--- src/rtl/conv_pkg.sv ---
`default_nettype none
// ============================================================================
//  Module      : conv_pkg
//  Description : Shared helpers for the convolution datapath. It provides
//                the ceiling log2, the adder-tree and accumulator width
//                helpers, the per-level element count, the sign/zero fill
//                helper and the saturation limits.
//  Revision    : 1.0 - initial release
// ============================================================================
package conv_pkg;

    // Saturation limits are returned in a fixed-width container and then
    // sliced down to the accumulator width by the user.
    localparam int c_SAT_BITS = 64;

    function automatic int clog2(input int n);
        int r;
        int v;
        r = 0;
        v = 1;
        while (v < n) begin
            v = v * 2;
            r = r + 1;
        end
        return r;
    endfunction

    function automatic int tree_width(input int num, input int in_w);
        return in_w + clog2(num);
    endfunction

    function automatic int acc_width(input int num, input int in_w, input int extra);
        return tree_width(num, in_w) + extra;
    endfunction

    // Number of elements entering tree level 'lvl' (level 0 sees all NUM).
    function automatic int level_count(input int num, input int lvl);
        int n;
        n = num;
        for (int i = 0; i < lvl; i++) begin
            n = (n + 1) / 2;
        end
        return n;
    endfunction

    // Fill bit used when widening a value: its MSB for two's complement,
    // zero for unsigned.
    function automatic logic ext_fill(input logic msb, input bit is_signed);
        return is_signed ? msb : 1'b0;
    endfunction

    function automatic logic [c_SAT_BITS-1:0] sat_max(input int w, input bit is_signed);
        logic [c_SAT_BITS-1:0] r;
        r = '0;
        for (int i = 0; i < c_SAT_BITS; i++) begin
            if (i < w) r[i] = 1'b1;
        end
        if (is_signed) r[w-1] = 1'b0;
        return r;
    endfunction

    function automatic logic [c_SAT_BITS-1:0] sat_min(input int w, input bit is_signed);
        logic [c_SAT_BITS-1:0] r;
        r = '0;
        if (is_signed) r[w-1] = 1'b1;
        return r;
    endfunction

endpackage
`default_nettype wire

--- src/rtl/add_tree_level.sv ---
`default_nettype none
// ============================================================================
//  Module      : add_tree_level
//  Description : One registered level of the pairwise adder tree. Adjacent
//                elements are summed into results one bit wider; an odd
//                leftover element is widened and passed through. Valid and
//                last are registered alongside the data.
//  Ports       : clk, rst            - clock, synchronous active-high reset
//                in_valid, in_last   - beat qualifiers entering the level
//                in_data             - N_IN elements of W_IN bits
//                out_valid, out_last - qualifiers one cycle later
//                out_data            - ceil(N_IN/2) elements of W_IN+1 bits
//  Revision    : 1.0 - initial release
// ============================================================================
module add_tree_level
    import conv_pkg::*;
#(
    parameter int N_IN   = 2,
    parameter int W_IN   = 8,
    parameter int SIGNED = 1
)(
    input  logic                                 clk,
    input  logic                                 rst,
    input  logic                                 in_valid,
    input  logic                                 in_last,
    input  logic [N_IN*W_IN-1:0]                 in_data,
    output logic                                 out_valid,
    output logic                                 out_last,
    output logic [((N_IN+1)/2)*(W_IN+1)-1:0]     out_data
);

    localparam int c_N_OUT  = (N_IN + 1) / 2;
    localparam int c_W_OUT  = W_IN + 1;
    localparam bit c_SIGNED = (SIGNED != 0);

    logic [c_N_OUT*c_W_OUT-1:0] w_sum;
    logic [c_N_OUT*c_W_OUT-1:0] r_data;
    logic                       r_valid;
    logic                       r_last;

    for (genvar i = 0; i < c_N_OUT; i++) begin : g_pair
        logic [W_IN-1:0]    w_a;
        logic [c_W_OUT-1:0] w_a_ext;
        assign w_a     = in_data[2*i*W_IN +: W_IN];
        assign w_a_ext = {ext_fill(w_a[W_IN-1], c_SIGNED), w_a};

        if (2*i + 1 < N_IN) begin : g_add
            logic [W_IN-1:0]    w_b;
            logic [c_W_OUT-1:0] w_b_ext;
            assign w_b     = in_data[(2*i+1)*W_IN +: W_IN];
            assign w_b_ext = {ext_fill(w_b[W_IN-1], c_SIGNED), w_b};
            // One extra bit is always enough for the sum of two operands.
            assign w_sum[i*c_W_OUT +: c_W_OUT] = w_a_ext + w_b_ext;
        end else begin : g_pass
            assign w_sum[i*c_W_OUT +: c_W_OUT] = w_a_ext;
        end
    end

    always_ff @(posedge clk) begin
        if (rst) begin
            r_valid <= 1'b0;
            r_last  <= 1'b0;
        end else begin
            r_valid <= in_valid;
            r_last  <= in_last;
        end
    end

    // Data is qualified by valid downstream, so it needs no reset.
    always_ff @(posedge clk) begin
        r_data <= w_sum;
    end

    assign out_valid = r_valid;
    assign out_last  = r_last;
    assign out_data  = r_data;

endmodule
`default_nettype wire

--- src/rtl/conv_add_tree_acc.sv ---
`default_nettype none
// ============================================================================
//  Module      : conv_add_tree_acc
//  Description : Pipelined adder tree with multi-beat accumulation. Each
//                beat of NUM products is summed by a registered binary tree
//                and the tree sums of one pixel are accumulated until the
//                beat flagged last, with optional saturation on overflow.
//  Ports       : clk, rst  - clock, synchronous active-high reset
//                in_valid  - beat present this cycle
//                in_data   - NUM operands of IN_WIDTH bits, operand 0 in LSBs
//                in_last   - final beat of the pixel (qualified by in_valid)
//                out_valid - one-cycle pulse per completed pixel
//                out_data  - accumulated pixel sum, held between pulses
//                out_ovf   - accumulator overflowed during this pixel
//  Revision    : 1.0 - initial release
// ============================================================================
module conv_add_tree_acc
    import conv_pkg::*;
#(
    parameter int NUM       = 9,
    parameter int IN_WIDTH  = 8,
    parameter int SIGNED    = 1,
    parameter int ACC_EXTRA = 8,
    parameter int SATURATE  = 1
)(
    input  logic                                          clk,
    input  logic                                          rst,
    input  logic                                          in_valid,
    input  logic [NUM*IN_WIDTH-1:0]                       in_data,
    input  logic                                          in_last,
    output logic                                          out_valid,
    output logic [acc_width(NUM, IN_WIDTH, ACC_EXTRA)-1:0] out_data,
    output logic                                          out_ovf
);

    localparam int c_LEVELS   = clog2(NUM);
    localparam int c_TREE_W   = tree_width(NUM, IN_WIDTH);
    localparam int c_ACC_W    = acc_width(NUM, IN_WIDTH, ACC_EXTRA);
    localparam bit c_SIGNED   = (SIGNED != 0);
    localparam bit c_SATURATE = (SATURATE != 0);

    localparam logic [c_SAT_BITS-1:0] c_SAT_MAX_FULL = sat_max(c_ACC_W, c_SIGNED);
    localparam logic [c_SAT_BITS-1:0] c_SAT_MIN_FULL = sat_min(c_ACC_W, c_SIGNED);
    localparam logic [c_ACC_W-1:0]    c_SAT_MAX      = c_SAT_MAX_FULL[c_ACC_W-1:0];
    localparam logic [c_ACC_W-1:0]    c_SAT_MIN      = c_SAT_MIN_FULL[c_ACC_W-1:0];

    // ---------------------------------------------------------------- stage 0
    logic [NUM*IN_WIDTH-1:0] r_s0_data;
    logic                    r_s0_valid;
    logic                    r_s0_last;

    always_ff @(posedge clk) begin
        if (rst) begin
            r_s0_valid <= 1'b0;
            r_s0_last  <= 1'b0;
        end else begin
            r_s0_valid <= in_valid;
            // A last flag on an idle cycle must never reach the accumulator.
            r_s0_last  <= in_valid & in_last;
        end
    end

    always_ff @(posedge clk) begin
        r_s0_data <= in_data;
    end

    // ------------------------------------------------------------- adder tree
    logic [c_TREE_W-1:0] w_tree;
    logic                w_tree_valid;
    logic                w_tree_last;

    if (c_LEVELS == 0) begin : g_no_tree
        assign w_tree       = r_s0_data;
        assign w_tree_valid = r_s0_valid;
        assign w_tree_last  = r_s0_last;
    end else begin : g_tree
        for (genvar l = 0; l < c_LEVELS; l++) begin : g_lvl
            localparam int c_N_IN  = level_count(NUM, l);
            localparam int c_W_IN  = IN_WIDTH + l;
            localparam int c_N_OUT = (c_N_IN + 1) / 2;

            logic [c_N_IN*c_W_IN-1:0]      w_din;
            logic                          w_vin;
            logic                          w_lin;
            logic [c_N_OUT*(c_W_IN+1)-1:0] w_dout;
            logic                          w_vout;
            logic                          w_lout;

            if (l == 0) begin : g_src_stage0
                assign w_din = r_s0_data;
                assign w_vin = r_s0_valid;
                assign w_lin = r_s0_last;
            end else begin : g_src_level
                assign w_din = g_lvl[l-1].w_dout;
                assign w_vin = g_lvl[l-1].w_vout;
                assign w_lin = g_lvl[l-1].w_lout;
            end

            add_tree_level #(
                .N_IN   (c_N_IN),
                .W_IN   (c_W_IN),
                .SIGNED (SIGNED)
            ) u_level (
                .clk       (clk),
                .rst       (rst),
                .in_valid  (w_vin),
                .in_last   (w_lin),
                .in_data   (w_din),
                .out_valid (w_vout),
                .out_last  (w_lout),
                .out_data  (w_dout)
            );
        end

        // The final level holds exactly one element of TREE_W bits.
        assign w_tree       = g_lvl[c_LEVELS-1].w_dout;
        assign w_tree_valid = g_lvl[c_LEVELS-1].w_vout;
        assign w_tree_last  = g_lvl[c_LEVELS-1].w_lout;
    end

    // ------------------------------------------------------------ accumulator
    logic [c_ACC_W-1:0] r_acc;
    logic               r_open;
    logic               r_ovf;
    logic               r_out_valid;
    logic [c_ACC_W-1:0] r_out_data;
    logic               r_out_ovf;

    logic               w_fill_t;
    logic [c_ACC_W-1:0] w_tree_ext;
    logic [c_ACC_W:0]   w_sum;
    logic               w_add_ovf;
    logic [c_ACC_W-1:0] w_acc_next;
    logic               w_ovf_next;

    always_comb begin
        w_fill_t   = ext_fill(w_tree[c_TREE_W-1], c_SIGNED);
        w_tree_ext = {c_ACC_W{w_fill_t}};
        w_tree_ext[c_TREE_W-1:0] = w_tree;

        // One guard bit above ACC_W exposes the true result of the add.
        w_sum = {ext_fill(r_acc[c_ACC_W-1], c_SIGNED), r_acc}
              + {w_fill_t, w_tree_ext};
        w_add_ovf = c_SIGNED ? (w_sum[c_ACC_W] ^ w_sum[c_ACC_W-1])
                             : w_sum[c_ACC_W];

        w_acc_next = w_tree_ext;
        w_ovf_next = 1'b0;
        if (r_open) begin
            w_ovf_next = r_ovf | w_add_ovf;
            if (w_add_ovf && c_SATURATE) begin
                // Guard bit is the true sign: negative overflow clamps low.
                w_acc_next = (c_SIGNED && w_sum[c_ACC_W]) ? c_SAT_MIN : c_SAT_MAX;
            end else begin
                w_acc_next = w_sum[c_ACC_W-1:0];
            end
        end
    end

    always_ff @(posedge clk) begin
        if (rst) begin
            r_acc       <= '0;
            r_open      <= 1'b0;
            r_ovf       <= 1'b0;
            r_out_valid <= 1'b0;
            r_out_data  <= '0;
            r_out_ovf   <= 1'b0;
        end else begin
            r_out_valid <= 1'b0;
            if (w_tree_valid) begin
                r_acc <= w_acc_next;
                r_ovf <= w_ovf_next;
                if (w_tree_last) begin
                    r_out_valid <= 1'b1;
                    r_out_data  <= w_acc_next;
                    r_out_ovf   <= w_ovf_next;
                    r_open      <= 1'b0;
                end else begin
                    r_open      <= 1'b1;
                end
            end
        end
    end

    assign out_valid = r_out_valid;
    assign out_data  = r_out_data;
    assign out_ovf   = r_out_ovf;

endmodule
`default_nettype wire

--- config.mk ---
export PLATFORM = sky130hd
export DESIGN_NAME = conv_add_tree_acc
export DESIGN_NICKNAME = d
export VERILOG_FILES = /design/src/rtl/conv_pkg.sv /design/src/rtl/add_tree_level.sv /design/src/rtl/conv_add_tree_acc.sv
export SDC_FILE = /design/constraint.sdc
export NUM_CORES = 1
export LEC_CHECK = 0
export BUFFER_PORTS_ARGS = -buffer_cell sky130_fd_sc_hd__clkbuf_2
export CORE_MARGIN = 1.5
export CORE_UTILIZATION = 35
export DETAILED_ROUTE_END_ITERATION = 10
export PLACE_DENSITY = 0.53
export SYNTH_ARGS = -nofsm -noshare
export SYNTH_HDL_FRONTEND = slang
export SYNTH_HIERARCHICAL = 1
export SYNTH_SLANG_ARGS = --single-unit
--- constraint.sdc ---
create_clock -name clk -period 3.2 [get_ports clk]
set_clock_uncertainty 0.2 [all_clocks]
set_input_delay 0.64 -clock clk [delete_from_list [all_inputs] [get_ports clk]]
set_output_delay 0.64 -clock clk [all_outputs]
set_load 0.1 [all_outputs]
# --- Yosys cells after proc, flatten, opt, wreduce, memory -nomap -nowiden ---
# Index checks and enable logic that the tools add are counted.
word_totals:
  word_cells: 42
  regBits: 229
  input_bits: 76
op_classes:
  n_bitwise: 4
  mux: 6
  n_addsub: 9
  n_reduce_logical: 2
op_table:
  columns: ["cell", "count"]
  rows:
  - ["$mux W20", 3]
  - ["$add A8 B8 Y9", 4]
  - ["$add A20 B12 Y21", 1]
  - ["$add A9 B9 Y10", 2]
  - ["$add A11 B8 Y12", 1]
  - ["$add A10 B10 Y11", 1]
  - ["$mux W1", 3]
  - ["$reduce_and A2 Y1", 1]
  - ["$reduce_or A2 Y1", 1]
  - ["$and A1 B1 Y1", 1]
  - ["$not A1 Y1", 1]
  - ["$or A1 B1 Y1", 1]
  - ["$xor A1 B1 Y1", 1]

# --- Longest topological paths before layout ---
# Gate-level depths: netlist of the first run.
logic_depth:
  depth_word: 4
  mapped_depth: 12

# --- Cells and area by module ---
# Netlist of the first run, hierarchy kept.
modules_own_cells:
  columns: ["mod", "seq_area_each_um2", "cells_each", "instances", "area_each_um2"]
  rows:
  - ["conv_add_tree_acc", 2362.3, 432, 1, 4450.5]
  - ["add_tree_level at g_tree.g_lvl[0].u_level", 920.9, 188, 1, 2145.8]
  - ["add_tree_level at g_tree.g_lvl[1].u_level", 620.6, 141, 1, 1462.7]
  - ["add_tree_level at g_tree.g_lvl[2].u_level", 460.4, 83, 1, 918.4]
  - ["add_tree_level at g_tree.g_lvl[3].u_level", 280.3, 69, 1, 726.9]

# --- Least setup slack after synthesis of the first run ---
# No wires, ideal clock.
synth_timing:
  path_kind: "register to register"
  start: "reg g_tree.g_lvl[3].u_level.r_data[11]"
  end: "reg r_acc[3]"
  arrival_ns: 2.706
  stages_incl_launch_ff: 12
  setup_ns: 0.092
  path_slack_ns: 0.202
  path_buffers: 2
  required_time_ns: 2.908
  synth_period_minus_slack_ns: 2.998
  path_cell_list: "dfxtp_1 > ha_1 > buf_6 > and2_4 > a311o_1 > a221oi_2 > o21ai_2 > nor3_4 > buf_6 > nor2_1 > o311a_1 > o32ai_1"
synth_between:
  elab_chain_cells: 4
synth_lines:
  columns: ["element", "line_no", "source"]
  rows:
  - ["from (decl)", "add_tree_level.sv:37", "logic [c_N_OUT*c_W_OUT-1:0] r_data;"]
  - ["from (signal assigned)", "add_tree_level.sv:71", "r_data <= w_sum;"]
  - ["$add A20 B12 Y21 *", "conv_add_tree_acc.sv:143", "+ {w_fill_t, w_tree_ext};"]
  - ["$mux W20 / $xor A1 B1 Y1 (equally long branches)", "conv_add_tree_acc.sv:153, conv_add_tree_acc.sv:144", null]
  - ["$mux W20 *", "conv_add_tree_acc.sv:151", "if (w_add_ovf && c_SATURATE) begin"]
  - ["$mux W20 *", "conv_add_tree_acc.sv:149", "if (r_open) begin"]
  - ["to (signal assigned)", "conv_add_tree_acc.sv:171", "r_acc <= w_acc_next;"]
  - ["to (decl)", "conv_add_tree_acc.sv:122", "logic [c_ACC_W-1:0] r_acc;"]
# Mark *: on every way between the ends. The rest lies on a longest branch, timed or not.
# A chain may end at the register's enable or synchronous reset.

# --- Worst setup path after layout of the first run ---
layout_timing:
  start: "reg g_tree.g_lvl[3].u_level.r_data[11]"
  end: "reg r_acc[5]"
# Same word-level chain as after synthesis.

==> results.ini, run 1 <==
[power]
peakVddDrop_mv=0.468
power.density_mw_per_mm2=792
p_leak_uw=0.00546

[detailed_routing]
vias_per_cell=4.77
drt-total-wl_um=19800
num_vias=7178
ant_nets=0
drt_pass1_iterations=4
drc_errors=0
wl_per_cell_um=13.2
dr.first_iter.drc_count=312

[yosys]
synth_top_area_share_pct=47.9
yosysWarnings=6
synth_cell_type_count=71
netlist_top_cells_area=dfxtp_1 48%, ha_1 12%, xnor2_1 4.3%, a21o_1 2.6%, a21oi_1 2.2%
synth.avg_cell_area_um2=10.6
yosysSeqAreaShare_pct=47.9
yosys.cell_count.top_type=dfxtp_1
ys.flop_type=dfxtp_1
synthTopCellsByCount=232 x dfxtp_1, 91 x ha_1, 49 x nor2_1
synthCells=913
synth_edf_count=0
yosysTopAreaCell=dfxtp_1
syn_nets=1089
synth-seq-cells=232
ys_async_sr_fraction_pct=0
synth_area_mm2=0.00970

[global_routing]
grt.overflow.total=0
antenna_found_initial=0
grt_pass1_vias=6953
grt_pass1_wl_um=33000
track_usage_pct=14.0
grt_max_degree=25

[cts]
clock_sinks=232
cts_setup_buffers=0
cts_made_buffers=26
clk_pin_slew_ns=0.06
htree_num_levels=1
cts_tree=yes
root_buffer=clkbuf_16
cts_max_path_buffers=3
clk_latency_ns=0.54

[worst_setup_path]
arrival_ns=3.28
timing.rr.start=g_tree.g_lvl[3].u_level/out_data[11]
crit_fanout=10
r2r_slack_ns=0.16
rr_worst_depth=11
critPathLaunchType=register
startpoint=g_tree.g_lvl[3].u_level/out_data[11]
crit_type=register to register
end_kind=register
worstPathRequired_ns=3.45
endpoint=r_acc[5]
r2r-end=r_acc[5]

[sta]
fin_crit_sh_pct=94.9
final.setup.tns_ns=0
setup_viol=0
period_needed_ns=3.04
hold_viol=0
tightest_slew_ns=0.551
slew_violations=0
fmax_ghz=0.329
fin_hold_ws_ns=0.125
slew_headroom_pct=63.4

[placed_design]
place_area_mm2=0.0107
place_congestion=0.834
place_inst=1385
hpwl_um=14600
port-buffer-count=97

[floorplan]
die_w_um=170
dieHeight_um=170
start_util_pct=35.8
dieArea_mm2=0.0287
ioPinCount=98
core_mm2=0.0271
rows=60

[finish]
diodes=0
drive_above_1_share_pct=17.9
fin_area_mm2=0.0124
synthToLayoutAreaGrowth_pct=27.8
nets=1289
final_cells=1505
fin_util_pct=45.8

[job]
maxCapViolations=0

[outcome]
status=finished, final reports clean

[min_path]
worstHoldPathType=register to register

timing repair:
action | 4_1_cts | 5_1_grt
hold endpoints to repair | 72 | 0
resized for setup | 0 | 14
hold buffers | 72 | 0
setup endpoints to repair | 0 | 38
state kept, by name, summed over array words and instances (netlist names):
signal,flops
g_tree.g_lvl.u_level/out_data,106
g_tree.g_lvl.w_vin,1
r_acc,20
g_tree.g_lvl.u_level/out_last,4
g_tree.g_lvl.w_lin,1
out_data,20
r_ovf,1
out_valid,1
r_open,1
g_tree.g_lvl.w_din,72
g_tree.g_lvl.u_level/out_valid,4
out_ovf,1
critical path, cell delays in order, from the launching register on:
cell	delay (ns)
dfxtp_2	0.36
buf_4	0.17
ha_2	0.37
and3_4	0.21
and4_1	0.19
o211ai_1	0.15
a31o_2	0.28
nor3_4	0.17
buf_4	0.21
nor2_1	0.06
o311a_1	0.32
o32ai_2	0.26
how the worst min path moves through the flow:
stage,cells after the start,endpoint,start
2_1_floorplan,0,g_tree.g_lvl[0].u_level/out_data[36],g_tree.g_lvl[0].w_din[64]
3_3_place_gp,0,g_tree.g_lvl[0].u_level/out_data[43],g_tree.g_lvl[0].w_din[71]
3_5_place_dp,0,g_tree.g_lvl[0].u_level/out_data[42],g_tree.g_lvl[0].w_din[70]
4_1_cts,2,g_tree.g_lvl[0].w_lin,in_last
5_1_grt,0,g_tree.g_lvl[0].u_level/out_data[42],g_tree.g_lvl[0].w_din[70]
6_report,0,g_tree.g_lvl[0].u_level/out_data[37],g_tree.g_lvl[0].w_din[65]
power by group:
part	internal, µW	switching, µW	total [µW]	leakage, µW
logic	1450	1710	3170	0.00308
registers	3360	227	3590	0.00194
clock network	1860	1200	3070	0.000438
total	6680	3140	9820	0.00546
metrics by stage:
stage                     setup slack [ns]  total power (µW)
after detailed placement            0.0201              6760
after global routing               -0.0148             10500
after floorplan                      0.202              5960
final                                0.165              9820
after global placement              0.0889              6740
after CTS                           0.0248              9960
routing by layer:
metal	global-route usage (%)	vias to the layer above	routed length, µm
li1	-	3725	-
met1	17.7	3280	8990
met2	24.6	141	9550
met3	2.33	32	805
met4	4.12	0	463
met5	0	-	0
cell families after synthesis:
kind of cell               share of synthesized area, %
AOI/OAI and AO/OA                                  19.2
DFF                                                47.9
and+or+nand+nor                                    10.6
adders and majority gates                          13.6
xor gates and xnor gates                           5.87
buffers and inverters                              2.33
muxes                                             0.554
cell type report:
cell class	instances	area, µm²
sequential	232	4650
clock buffer	34	731
inverter	33	124
multi-input combinational	629	4880
fill	2605	14700
timing repair buffer	191	1380
clock inverter	14	184
tap	372	465
layout by cell type (no fill, tap or decap), types with 5 or more instances in the layout:
cell / netlist / routed
a211oi_1: 19 / 19
nand2_1: 47 / 47
nor2_1: 49 / 49
ha_1: 91 / 90
nand2b_1: 12 / 12
nor3b_1: 8 / 8
o21ai_0: 34 / 34
and3_1: 6 / 5
o21bai_1: 7 / 7
nand3_1: 27 / 27
o211ai_1: 27 / 27
o311a_1: 5 / 5
a21oi_1: 43 / 42
dfxtp_1: 232 / 231
clkbuf_2: 0 / 97
a21oi_2: 4 / 5
dlygate4sd3_1: 0 / 72
clkinv_2: 0 / 5
nor3_1: 13 / 13
xnor2_1: 48 / 48
a21o_1: 34 / 34
buf_4: 3 / 21
clkbuf_8: 0 / 5
xor2_1: 17 / 17
fa_1: 9 / 9
clkbuf_16: 0 / 26
a31oi_1: 11 / 11
inv_1: 31 / 31
o32ai_1: 6 / 5
o31ai_1: 8 / 8
o21ai_1: 5 / 5
nor2b_1: 24 / 23
Power figures use the tool's default switching activity.
==> run 2, diff against run 1 <==
--- a/config.mk
+++ b/config.mk
@@ -12,5 +12,4 @@
 export PLACE_DENSITY = 0.53
 export SYNTH_ARGS = -nofsm -noshare
 export SYNTH_HDL_FRONTEND = slang
-export SYNTH_HIERARCHICAL = 1
 export SYNTH_SLANG_ARGS = --single-unit
==> run 2 against run 1 <==
Hold slack worse by 0.0037 ns. Die area is 6.5% lower. Non-clock buffer count is 17 higher. Clock power is 4% lower. Critical path depth stayed put. Synthesized cell count is 6.5% lower. Global-route usage is 0.23 points lower. Setup slack worse by 0.010 ns. Combinational power is 21% lower. Synthesized area is 6.6% lower. Maximum frequency is 0.34% lower.
==> results.ini, run 2 <==
[outcome]
status=finished, final reports clean

[floorplan]
dieHeight_um=164
rows=58
start_util_pct=35.8
ioPinCount=98
core_mm2=0.0253
die_w_um=164
dieArea_mm2=0.0269

[worst_setup_path]
critPathLaunchType=register
crit_chain=ha_1 > o21ai_1 > o211ai_1 > nand2_1 > o41ai_4 > o22ai_2 > mux2i_4 > buf_6 > buf_4 > o31a_1 > o31ai_1
crit_family=compound AO/OA/AOI/OAI gates
worstPathBufferInverterCount=2
crit_slowest_cell=o41ai_4
crit_type=register to register
crit_fanout=5
worstPathRequired_ns=3.45
end_kind=register
arrival_ns=3.29
slowest_delay_ns=0.37

[sta]
setup_viol=0
setup_ws_ns=0.154
fmax_ghz=0.328
period_needed_ns=3.05
hold_viol=0
slew_violations=0
slew_headroom_pct=63.2
fin_crit_sh_pct=95.2
fin_hold_ws_ns=0.121
tightest_slew_ns=0.554

[cts]
cts_tree=yes
clock_sinks=229
clk_pin_slew_ns=0.06
root_buffer=clkbuf_16
cts_max_path_buffers=3
cts_made_buffers=26
htree_num_levels=1
clk_latency_ns=0.53

[finish]
final_cell_mix=226 x dfxtp_1, 97 x clkbuf_2, 88 x ha_1
drive_above_1_share_pct=18.5
largest_reg_flops=103
layout_commonest_cell=dfxtp_1
synthToLayoutAreaGrowth_pct=31.0
nets=1253
diodes=0

[global_routing]
antenna_found_initial=0
grt_pass1_vias=6752
grt_pass1_wl_um=30000
grt_max_degree=23
grt.overflow.total=0
track_usage_pct=13.8

[yosys]
ys_async_sr_fraction_pct=0
synthCells=854
yosys.cell_count.top_type=dfxtp_1
synth.avg_cell_area_um2=10.6
synthTopCellsByCount=229 x dfxtp_1, 91 x ha_1, 76 x inv_1
syn_nets=1030
synth_area_mm2=0.00907
netlist_top_cells_area=dfxtp_1 51%, ha_1 13%, xnor2_1 4.1%, inv_1 3.1%, a21oi_1 3.1%
synth_cell_type_count=53
synth_top_area_share_pct=50.6
ys.flop_type=dfxtp_1
yosysWarnings=0
synth_edf_count=0
yosysTopAreaCell=dfxtp_1
yosysSeqAreaShare_pct=50.6
synth-seq-cells=229

[detailed_routing]
top_layer=met4
vias_per_cell=4.56
drt_pass1_iterations=6
drt-total-wl_um=17600
num_vias=6506
wl_met2_um=8920
ant_nets=0
wl_per_cell_um=12.4
drc_errors=0
met1_length_um=7560
dr.first_iter.drc_count=260
met3_length_um=779

[placed_design]
hpwl_um=12700
dp_worst_setup_slack_ns=-0.0957
place_congestion=0.835
port-buffer-count=97

[power]
p_leak_uw=0.00542
power.density_mw_per_mm2=756
peakVddDrop_mv=0.433
power.total_uw=8980

[job]
maxCapViolations=0

[min_path]
worstHoldPathType=primary input to register

[run 2: cell types whose count changed after synthesis, moves of 8 or more]
cell      change
nor3_1        -8
nor2_1       -11
a21oi_1      +13
o21ai_0      +13
a211oi_1     -11
a32o_1       +13
inv_1        +45
o211ai_1     -21
a22o_1       +10
a21o_1       -14
o21a_1        +8
nand3_1      -21
[run 2: timing repair]
item,4_1_cts,5_1_grt
resized for setup,2,16
setup endpoints to repair,37,39
endpoints found under the hold margin,72,0
hold buffers,72,0
cloned,0,0
pin swaps,1,5
buffers inserted,2,2
[run 2: routing by layer]
metal	vias to the layer above	track usage, %
met4	0	4.01
met2	126	26.1
met3	28	2.83
met5	-	0
met1	2939	15.4
li1	3413	-
[run 2: worst register-to-register path: cells and delay by family, from the launching register on]
kind | cells | cell delay [ns]
buffers and inverters | 2 | 0.28
adders and majority gates | 1 | 0.35
AOI/OAI and AO/OA | 6 | 1.44
and+or+nand+nor | 1 | 0.15
muxes | 1 | 0.23
DFF | 1 | 0.32
[run 2: stage by stage]
step,instances,utilization (%),area [µm²],TNS (ns)
5_1_grt,1426,46.9,11900,-0.0272
6_report,1426,46.9,11900,0
4_1_cts,1424,46.6,11800,0
3_5_place_dp,1303,40.1,10200,-1.17
2_1_floorplan,854,-,9070,0
3_3_place_gp,1303,40.1,10200,0
[run 2: final timing paths]
check	from	endpoint	slack (ns)	cells past startpoint
worst max register to register	r_acc[3]	r_acc[4]	0.15	11
worst max-delay path	r_acc[3]	r_acc[4]	0.15	11
worst min-delay path	in_last	g_tree.g_lvl[0].w_lin	0.12	2
worst min register to register	g_tree.g_lvl[0].u_level.out_data[37]	g_tree.g_lvl[1].u_level.out_data[21]	0.12	0
[run 2: cell families after synthesis]
family	count (synthesis)	synth area share, %
mux	5	0.718
flops	229	50.6
xor+xnor	63	6.09
fa+ha+maj	100	14.5
compound gates	231	17.0
simple gates	136	7.20
buf+inv	90	3.92
[run 2: cell type report]
cell class	count	area, µm²
tap	330	413
inverter	77	289
sequential	229	4590
clock buffer	39	759
clock inverter	8	119
fill	2321	13500
timing repair buffer	208	1510
multi-input combinational	535	4200
[run 2: where the power goes]
group          switching, µW  internal, µW  leakage [µW]
logic                   1280          1230       0.00308
clock network           1150          1810      0.000432
registers                189          3320       0.00191
total                   2620          6360       0.00542
